`src/rtl/cube_tile_renderer.sv`:
```
// Isometric cube face classifier with a 2-stage pixel pipeline and a
// per-cube top-colour level store advanced by the move/land handshake.
module cube_tile_renderer #(
  parameter int unsigned N_CUBE      = 28,
  parameter int unsigned N_LEVEL     = 3,
  parameter int unsigned XW          = 11,
  parameter int unsigned YW          = 10,
  parameter int unsigned SLOPE_SHIFT = 1,
  parameter int unsigned IW          = $clog2(N_CUBE),
  parameter int unsigned LW          = (N_LEVEL > 2) ? $clog2(N_LEVEL) : 1
) (
  input  logic               clk,
  input  logic               reset,
  input  logic [XW-1:0]      x_cnt,
  input  logic [YW-1:0]      y_cnt,
  input  logic [XW+YW-1:0]   xy_offset,
  input  logic [XW-1:0]      x_length,
  input  logic [XW-1:0]      diag_dx,
  input  logic [N_CUBE-1:0]  hb_top,
  input  logic               move_start,
  input  logic [IW-1:0]      land_idx,
  input  logic [1:0]         cfg_mode,
  input  logic               done_move,
  input  logic               level_clear,
  output logic               top_face,
  output logic               left_face,
  output logic               right_face,
  output logic [LW-1:0]      top_level,
  output logic               all_done,
  output logic               busy
);

  localparam int unsigned SW = XW + YW + 2;
  localparam logic [LW-1:0] TOP_LVL = LW'(N_LEVEL - 1);

  typedef enum logic [1:0] {IDLE, WAIT_LAND, COMMIT} state_t;

  // Geometry in a signed width wide enough that no sum or difference wraps
  logic signed [SW-1:0] xs, ys, x0, y0, ls, dx, dy, mid, far, d, h;
  logic                 in_rise, in_fall;

  assign xs  = signed'(SW'(x_cnt));
  assign ys  = signed'(SW'(y_cnt));
  assign x0  = signed'(SW'(xy_offset[XW+YW-1:YW]));
  assign y0  = signed'(SW'(xy_offset[YW-1:0]));
  assign ls  = signed'(SW'(x_length));
  assign dx  = signed'(SW'(diag_dx));
  assign dy  = dx <<< SLOPE_SHIFT;
  assign mid = y0 + dy;
  assign far = mid + dy;

  assign in_rise = (ys >= y0) && (ys <= mid);
  assign in_fall = (ys > mid) && (ys <= far);
  assign d       = in_rise ? (ys - y0) : (far - ys);
  assign h       = d >>> SLOPE_SHIFT;

  logic [LW-1:0] lvl [N_CUBE];
  logic [LW-1:0] sel_lvl;

  // Level of the lowest-indexed selected cube
  always_comb begin
    sel_lvl = '0;
    for (int i = int'(N_CUBE) - 1; i >= 0; i--) begin
      if (hb_top[i]) sel_lvl = lvl[i];
    end
  end

  logic                 s1_valid, s1_right;
  logic signed [SW-1:0] s1_x, s1_lo, s1_hi_top, s1_hi_side;
  logic [LW-1:0]        s1_lvl;

  // Stage 1: window bounds and level lookup
  always_ff @(posedge clk or negedge reset) begin
    if (!reset) begin
      s1_valid   <= 1'b0;
      s1_right   <= 1'b0;
      s1_x       <= '0;
      s1_lo      <= '0;
      s1_hi_top  <= '0;
      s1_hi_side <= '0;
      s1_lvl     <= '0;
    end else begin
      s1_valid   <= in_rise || in_fall;
      s1_right   <= ys < mid;
      s1_x       <= xs;
      s1_lo      <= x0 - h;
      s1_hi_top  <= x0 + h;
      s1_hi_side <= x0 + ls + h;
      s1_lvl     <= sel_lvl;
    end
  end

  logic top_c, side_c;
  assign top_c  = s1_valid && (s1_x >= s1_lo) && (s1_x <= s1_hi_top);
  assign side_c = s1_valid && !top_c && (s1_x > s1_hi_top) && (s1_x <= s1_hi_side);

  // Stage 2: face compares
  always_ff @(posedge clk or negedge reset) begin
    if (!reset) begin
      top_face   <= 1'b0;
      left_face  <= 1'b0;
      right_face <= 1'b0;
      top_level  <= '0;
    end else begin
      top_face   <= top_c;
      left_face  <= side_c && !s1_right;
      right_face <= side_c && s1_right;
      top_level  <= s1_lvl;
    end
  end

  state_t        state, state_nxt;
  logic          lat_en;
  logic [IW-1:0] lat_idx;
  logic [1:0]    lat_mode;

  always_ff @(posedge clk or negedge reset) begin
    if (!reset) begin
      state    <= IDLE;
      busy     <= 1'b0;
      lat_idx  <= '0;
      lat_mode <= '0;
    end else begin
      state <= state_nxt;
      busy  <= state_nxt != IDLE;
      if (lat_en) begin
        lat_idx  <= land_idx;
        lat_mode <= cfg_mode;
      end
    end
  end

  // Next state; level_clear overrides any handshake activity
  always_comb begin
    state_nxt = state;
    lat_en    = 1'b0;
    case (state)
      IDLE: begin
        if (move_start) begin
          state_nxt = WAIT_LAND;
          lat_en    = 1'b1;
        end
      end
      WAIT_LAND: if (done_move) state_nxt = COMMIT;
      COMMIT:    state_nxt = IDLE;
      default:   state_nxt = IDLE;
    endcase
    if (level_clear) begin
      state_nxt = IDLE;
      lat_en    = 1'b0;
    end
  end

  logic [LW-1:0] cur_lvl, new_lvl;
  logic          commit_c;

  always_comb begin
    cur_lvl = '0;
    for (int i = 0; i < int'(N_CUBE); i++) begin
      if (lat_idx == IW'(i)) cur_lvl = lvl[i];
    end
  end

  always_comb begin
    new_lvl = cur_lvl;
    case (lat_mode)
      2'd1:    new_lvl = (cur_lvl == TOP_LVL) ? '0 : cur_lvl + LW'(1);
      2'd2:    new_lvl = (cur_lvl == TOP_LVL) ? cur_lvl - LW'(1) : cur_lvl + LW'(1);
      default: new_lvl = (cur_lvl == TOP_LVL) ? cur_lvl : cur_lvl + LW'(1);
    endcase
  end

  assign commit_c = (state == COMMIT) && !level_clear;

  // Out-of-range latched indices match no entry, so nothing is written
  always_ff @(posedge clk or negedge reset) begin
    if (!reset) begin
      for (int i = 0; i < int'(N_CUBE); i++) lvl[i] <= '0;
    end else if (level_clear) begin
      for (int i = 0; i < int'(N_CUBE); i++) lvl[i] <= '0;
    end else begin
      for (int i = 0; i < int'(N_CUBE); i++) begin
        if (commit_c && (lat_idx == IW'(i))) lvl[i] <= new_lvl;
      end
    end
  end

  logic all_c;
  always_comb begin
    all_c = 1'b1;
    for (int i = 0; i < int'(N_CUBE); i++) begin
      if (lvl[i] != TOP_LVL) all_c = 1'b0;
    end
  end

  always_ff @(posedge clk or negedge reset) begin
    if (!reset) all_done <= 1'b0;
    else        all_done <= all_c;
  end

endmodule

```
`config.mk`:
```
export PLATFORM = sky130hd
export DESIGN_NAME = cube_tile_renderer
export DESIGN_NICKNAME = d
export VERILOG_FILES = /design/src/rtl/cube_tile_renderer.sv
export SDC_FILE = /design/constraint.sdc
export NUM_CORES = 1
export LEC_CHECK = 0
export ABC_AREA = 1
export ABC_CLOCK_PERIOD_IN_PS = 5000
export CAP_MARGIN = 20
export CORE_UTILIZATION = 55
export DETAILED_ROUTE_END_ITERATION = 6
export DONT_BUFFER_PORTS = 1
export PLACE_DENSITY = 0.7
export SETUP_SLACK_MARGIN = 0.3
export SLEW_MARGIN = 10
export SYNTH_ARGS = -nofsm -noshare
export SYNTH_HDL_FRONTEND = slang
export SYNTH_SLANG_ARGS = --single-unit
```
`constraint.sdc`:
```
create_clock -name clk -period 5 [get_ports clk]
set_input_delay 1 -clock clk [delete_from_list [all_inputs] [get_ports clk]]
set_output_delay 1 -clock clk [all_outputs]
set_load 0.005 [all_outputs]
```
==> key figures, run 1 <==
Status
  • Status: finished with violations
  • Failing checks: negative setup slack

Global routing
  • Total grt overflow: 0
  • Global-route wire length before repair: between 40 and 50 mm
  • Gr usage total: 28.4%
  • Largest net degree at the start of global routing: between 150 and 200
  • Vias in the first global route: around 11000
  • Initial antenna violation count: 1

Die
  • Initial core utilization: 56.5%
  • # IOs: approximately 110
  • Die H: around 150 um
  • Core area: 20400 um2
  • Num rows: 52
  • Die W: 147 um
  • Die ar.: 21500 um2

Placed design
  • Post-detail-place hpwl: between 20 and 25 mm
  • Global placement routability congestion: 0.911
  • DP Worst Slack: -1.12 ns
  • Port Buf Inserts: 0
  • Placed cell count: 1895

Drt
  • Post-route ant nets: 0
  • Vias: 10744
  • Avg WL per Cell: 16.4 um
  • # DRC: 0
  • Drt total wl: 32.2 mm
  • TritonRoute pass-1 iters: 5
  • Via density per instance: 5.46
  • Iter 0 DRT Violations: around 620

Critical path
  • Crit path DAT: 6.09 ns
  • Reg2reg setup slack: 0.64 ns
  • Crit path max fanout: 5
  • Crit path largest cell delay: 0.36 ns
  • CP max stage cell: fa_2
  • Setup crit end kind: flip-flop
  • Data required, critical path: 5.38 ns
  • CP startpoint kind: input pin
  • WS Path Type: in -> reg

Power
  • Pwr dens: 581 nW/um2
  • Maximum vdd drop: 275 uV
  • Lkg Pwr: 7.51 nW
  • Total chip power: 0.00857 W

Synth
  • Yosys warnings: 0
  • Cell variety after synth: 56
  • Post-synth top area share: 33.7%
  • Synthesized cell area: 11500 um2
  • Syn Area/Cell: 7.81 um2
  • Sequential area share after synthesis: 33.7%
  • Post-synth top area cell: dfrtp_1
  • Post-synthesis instance total: 1473
  • Seq cells post-synth: 155
  • Synth area leaders: dfrtp_1 (34%), ha_1 (14%), nand2_1 (8.7%), inv_1 (8.2%), a21oi_1 (5.7%)
  • Syn Nets: between 1500 and 2000

Clock tree
  • H-tree depth: 4
  • Clk sinks: 155
  • CTS Root Cell: clkbuf_16
  • Max clock buf depth: 2
  • CTS tree: built
  • Hold_buf cts: 0
  • CTS Buf Count: 17
  • Worst skew pair latency: roughly 0.45 ns
  • Worst-path clk slew: approximately 0.080 ns

Final layout
  • Reg area: 3880 um2
  • Final nets: 1927
  • Finished Layout Cells: 1969
  • Fillers: 1497
  • Multi-input logic area: 7220 um2
  • Layout cells sized above 1: 24.7%
  • Layout area overhead: 28.1%

STA
  • Final Hold Viols: 0
  • Worst setup margin: -0.707 ns
  • RSZ-0062 raised after global routing: yes
  • Period utilization: 114%
  • Worst slew pin tran: 0.982 ns
  • Rel. slew slack: about a third
  • Worst clock skew: 0.0179 ns
  • Endpoints failing setup: 46
  • Final Max Slew Viols: 0
  • F_max: 0.175 GHz
  • Min Tclk post-route: 5.71 ns

Worst hold path
  • Worst Hold Class: in -> async

Job
  • Max-Cap Viols: 0
## kinds of logic (layout without fill, tap and decap cells)
family / count (synthesis) / after routing / synth area share, %
other cells: 0 / 1 / 0
xor+xnor: 74 / 74 / 5.76
fa+ha+maj: 138 / 138 / 15.5
buf+inv: 277 / 502 / 9.42
compound gates: 260 / 260 / 13.4
mux: 2 / 2 / 0.185
simple gates: 567 / 567 / 22.0
flops: 155 / 155 / 33.7
## area by class of cell
cell class                      instances  area share (%)
Tap cell                              270            2.29
Sequential cell                       155            26.3
Antenna cell                            1          0.0170
Multi-Input combinational cell       1041            48.9
Timing Repair Buffer                  215            11.9
Clock buffer                           17            2.88
Inverter                              255            6.54
Clock inverter                         15            1.18
## per-layer routing
metal / vias up / track usage [%] / routed length (um)
met2: 314 / 52.7 / 16700
met1: 5077 / 30.1 / 12300
met4: 0 / 12.6 / 1240
met3: 93 / 7.19 / 1940
li1: 5260 / - / -
met5: - / 0 / 0
## worst max-delay path, delay by kind of cell
family / cells / cell delay [ns]
and+or+nand+nor: 13 / 1.44
adders and majority gates: 4 / 1.07
AOI/OAI and AO/OA: 13 / 2.03
buffers and inverters: 3 / 0.21
xor gates and xnor gates: 2 / 0.30
## Yosys cell counts (all sizes together)
| cell | number |
|---|---|
| a221oi | 3 |
| mux2 | 1 |
| or2 | 13 |
| nand3 | 117 |
| a2111oi | 1 |
| xnor2 | 13 |
| mux2i | 1 |
| o2111ai | 3 |
| o31ai | 9 |
| and2 | 4 |
| dfrtp | 155 |
| clkbuf | 11 |
| o311ai | 1 |
| o211ai | 5 |
| a31o | 1 |
| o22ai | 1 |
| ha | 130 |
| a31oi | 4 |
| fa | 8 |
| buf | 11 |
| a21oi | 138 |
| nor4b | 1 |
| nor3 | 9 |
| o41ai | 1 |
| nand2 | 271 |
| or4 | 1 |
| nor2 | 110 |
| a211oi | 5 |
| a221o | 1 |
| xor2 | 61 |
| o221ai | 3 |
| a21o | 5 |
| o21bai | 16 |
| o21ai | 63 |
| nor4 | 21 |
| inv | 255 |
| and3 | 3 |
| nand4 | 17 |
## flip-flops by register name, indices dropped and copies added, names as in the netlist
signal and cells:
lat_idx 5, top_face 1, s1_hi_top 23, busy 1, s1_right 1, s1_valid 1
s1_x 11, right_face 1, lat_mode 2, top_level 2, all_done 1, left_face 1
state 2, s1_hi_side 23, lvl 56, s1_lo 22, s1_lvl 2
## worst paths after layout
kind | startpoint | end | cells after the start
max | xy_offset[1] | s1_hi_top[13]$_DFF_PN0_ | 35
min | reset | lvl[14]$_DFFE_PN0P_ | 0
max reg2reg | lat_idx[1]$_DFFE_PN0P_ | lvl[21]$_DFFE_PN0P_ | 25
min reg2reg | s1_lvl[0]$_DFF_PN0_ | top_level[0]$_DFF_PN0_ | 0
max in group asynchronous | reset | s1_hi_side[18]$_DFF_PN0_ | 0
min in group clk | s1_lvl[0]$_DFF_PN0_ | top_level[0]$_DFF_PN0_ | 0
## cell usage in the layout, fill, tap and decap left out, types with 6 or more instances in the layout
cell	netlist	routed
xor2_1	59	52
nand4_1	17	17
dfrtp_1	155	155
o21ai_1	5	8
o21ai_2	2	8
nand3_1	105	103
nand2_2	3	11
buf_4	3	183
a21oi_1	130	100
nor2_2	3	12
nor2_1	107	96
nor4_1	21	21
nand3_2	12	14
clkbuf_16	0	17
xnor2_1	13	10
o21bai_2	4	6
xor2_2	2	8
inv_1	250	244
nand2_1	266	255
ha_1	130	115
o21bai_1	12	10
buf_6	2	30
ha_4	0	14
inv_2	4	8
a21oi_2	6	34
nor3_1	9	9
or2_2	13	12
o21ai_0	56	43
## stage by stage
step | instance area [um2] | hold WS (ns) | util, % | TNS [ns]
after floorplan | 11600 | 0.331 | - | -28.20
after global placement | 13200 | 0.335 | 64.6 | -35.25
after detailed placement | 13200 | 0.340 | 64.6 | -40.91
after CTS | 14100 | 0.250 | 69.3 | -12.26
after global routing | 14700 | 0.244 | 72.4 | -35.61
final | 14800 | 0.258 | 72.4 | -22.11
## power by group
group	total (W)	switching, W	internal [W]
Sequential	0.00203	0.000286	0.00174
Combinational	0.00525	0.00269	0.00256
Clock	0.00129	0.000620	0.000672
Total	0.00857	0.00360	0.00498
## timing repair
item	in CTS	in global routing
buffers inserted	20	21
gates resized for setup	44	111
endpoints found under the setup margin	53	65
pin swaps	38	80
cloned	0	0
Power figures use the tool's default switching activity.
==> run 2: changes to the inputs <==
--- a/config.mk
+++ b/config.mk
@@ -6,11 +6,10 @@
 export NUM_CORES = 1
 export LEC_CHECK = 0
 export ABC_AREA = 1
-export ABC_CLOCK_PERIOD_IN_PS = 5000
-export CAP_MARGIN = 20
 export CORE_UTILIZATION = 55
 export DETAILED_ROUTE_END_ITERATION = 6
 export DONT_BUFFER_PORTS = 1
+export GPL_TIMING_DRIVEN = 0
 export PLACE_DENSITY = 0.7
 export SETUP_SLACK_MARGIN = 0.3
 export SLEW_MARGIN = 10
==> key figures, run 2 (synthesized netlist as in run 1, its figures left out) <==
Drt
  • Avg WL per Cell: 16.4 um (+0.45%)
  • Iter 0 DRT Violations: 449 (-28%)
  • # DRC: 0 (unchanged)
  • TritonRoute pass-1 iters: 5 (unchanged)
  • Vias: 10145 (-5.6%)
  • Via density per instance: 5.43 (-0.42%)
  • Drt total wl: 30.7 mm (-4.8%)
  • Post-route ant nets: 0 (unchanged)

Critical path
  • Crit path DAT: 6.24 ns (+0.15 ns)
  • Crit path max fanout: 5 (unchanged)
  • CP startpoint kind: input pin
  • Critical path's top delay family: compound AO/OA/AOI/OAI gates
  • Crit path largest cell delay: 0.34 ns (-0.02 ns)
  • WS Path Type: in -> reg
  • CP bufs+invs: 7 (+4)
  • Data required, critical path: 5.37 ns (about the same)
  • Setup crit end kind: flip-flop
  • CP max stage cell: fa_2

Placed design
  • Post-DP Area: 12000 um2 (-9.0%)
  • Post-detail-place hpwl: 21.5 mm (-3.5%)
  • Port Buf Inserts: 0 (unchanged)
  • Global placement routability congestion: 0.917 (+0.66%)

Die
  • Num rows: 52 (unchanged)
  • Die H: 147 um (unchanged)
  • Die ar.: 21500 um2 (unchanged)
  • Die W: 147 um (unchanged)
  • Initial core utilization: 56.5% (unchanged)
  • Core area: 20400 um2 (unchanged)
  • # IOs: 111 (unchanged)

Global routing
  • Initial antenna violation count: 1 (unchanged)
  • Gr usage total: 28.0% (-0.41 points)
  • Vias in the first global route: 10312 (-4.6%)
  • Total grt overflow: 0 (unchanged)
  • Global-route wire length before repair: 47.6 mm (-2.0%)
  • Largest net degree at the start of global routing: 156 (unchanged)

Worst hold path
  • Worst Hold Class: in -> async

Power
  • Internal power: 0.00429 W (-14%)
  • Lkg Pwr: 6.98 nW (-7.0%)
  • Pwr dens: 546 nW/um2 (-6.1%)
  • Psw: 0.00331 W (-8.0%)
  • Flop pwr share: 26.5% (+2.8 points)
  • Maximum vdd drop: 252 uV (-8.2%)
  • Clock power share: 17.5% (+2.4 points)
  • Sw Ratio: 43.6% (+1.6 points)
  • Comb power frac: 56.0% (-5.2 points)

Clock tree
  • Clk sinks: 155 (unchanged)
  • H-tree depth: 4 (unchanged)
  • CTS Buf Count: 17 (unchanged)
  • Max clock buf depth: 2 (unchanged)
  • CTS Root Cell: clkbuf_16
  • Worst skew pair latency: 0.44 ns (about the same)
  • Hold_buf cts: 0 (unchanged)
  • CTS tree: built
  • Worst-path clk slew: 0.08 ns (about the same)

STA
  • Final Max Slew Viols: 0 (unchanged)
  • Final Hold Viols: 0 (unchanged)
  • Period utilization: 117% (+3.2 points)
  • Endpoints failing setup: 52 (+13%)
  • RSZ-0062 raised after global routing: yes
  • Worst slew pin tran: 0.853 ns (-0.129 ns)
  • Worst clock skew: 0.0112 ns (-0.00667 ns)
  • Rel. slew slack: 42.3% (+8.7 points)
  • Min Tclk post-route: 5.87 ns (+0.161 ns)
  • Worst setup margin: -0.869 ns (-0.161 ns)
  • F_max: 0.170 GHz (-2.7%)

Job
  • Max-Cap Viols: 0 (unchanged)

Final layout
  • Max reg flops: 56 (unchanged)
  • Fillers: 1600 (+6.9%)
  • Largest registers: lvl (56), s1_hi_side (23), s1_hi_top (23)
  • Layout cells sized above 1: 18.3% (-6.4 points)
  • Commonest non-fill, non-tap cell in the layout: nand2_1
  • Layout area overhead: 21.0%
  • Most frequent cells in the layout: nand2_1 (257), inv_1 (246), dfrtp_1 (155)
  • Final nets: 1824 (-5.3%)
  • Design area: 13900 um2 (-5.6%)
  • Fin util: 68.4% (-4.0 points)
  • Most flops, register: lvl

Status
  • Status: finished with violations
  • Failing checks: negative setup slack
==> run 2: area by class of cell <==
class	instances	area, um2	share of cell area (%)
sequential	155	3880	27.8
clock inverter	15	201	1.45
buffer	22	154	1.10
antenna	2	5.00	0.0359
clock buffer	17	425	3.05
inverter	255	965	6.93
multi-input combinational	1041	7150	51.3
timing repair buffer	90	815	5.85
tap	270	338	2.43
==> run 2: stage by stage <==
step | total power, W | hold slack (ns) | TNS, ns | setup WS (ns) | std cells
4_1_cts | 0.00707 | 0.243 | -18.67 | -0.593 | 1846
3_5_place_dp | 0.00519 | 0.342 | -77.62 | -1.85 | 1744
2_1_floorplan | 0.00444 | 0.331 | -28.20 | -0.960 | 1473
3_3_place_gp | 0.00508 | 0.332 | -90.06 | -1.77 | 1743
6_report | 0.00760 | 0.261 | -28.65 | -0.869 | 1867
5_1_grt | 0.00815 | 0.235 | -39.69 | -1.09 | 1865
==> run 2: layer usage <==
layer / wire length [um] / global-route usage (%) / vias up / part of all wire [%]
met3: 1790 / 6.38 / 80 / 5.8
met2: 16200 / 52.0 / 290 / 53
met4: 1180 / 12.4 / 0 / 3.8
li1: - / - / 5065 / -
met5: 0 / 0 / - / 0
met1: 11500 / 30.0 / 4710 / 38
==> run 2: worst paths after layout <==
check | start | to | slack [ns] | cells after the start
setup / recovery | xy_offset[1] | s1_lo[17]$_DFF_PN0_ | -0.87 | 37
hold / removal | reset | lvl[20]$_DFFE_PN0P_ | 0.26 | 0
setup reg to reg | lat_idx[1]$_DFFE_PN0P_ | lvl[23]$_DFFE_PN0P_ | 0.71 | 25
hold reg to reg | s1_lvl[1]$_DFF_PN0_ | top_level[1]$_DFF_PN0_ | 0.36 | 0
max in group asynchronous | reset | lvl[25]$_DFFE_PN0P_ | 4.39 | 0
min in group clk | s1_lvl[1]$_DFF_PN0_ | top_level[1]$_DFF_PN0_ | 0.36 | 0
==> run 2: timing repair <==
action                                  CTS  global route
setup buffers                            69            19
pin swaps                                59            61
gates cloned                              1             0
resized for setup                        81            76
endpoints found under the setup margin   81            88
==> run 2: power groups by stage <==
stage,clock network [W],logic [W],registers (W)
after detailed placement,0,0.00317,0.00202
after CTS,0.00135,0.00373,0.00200
after floorplan,0,0.00251,0.00193
final,0.00133,0.00426,0.00201
after global routing,0.00140,0.00469,0.00206
after global placement,0,0.00307,0.00201
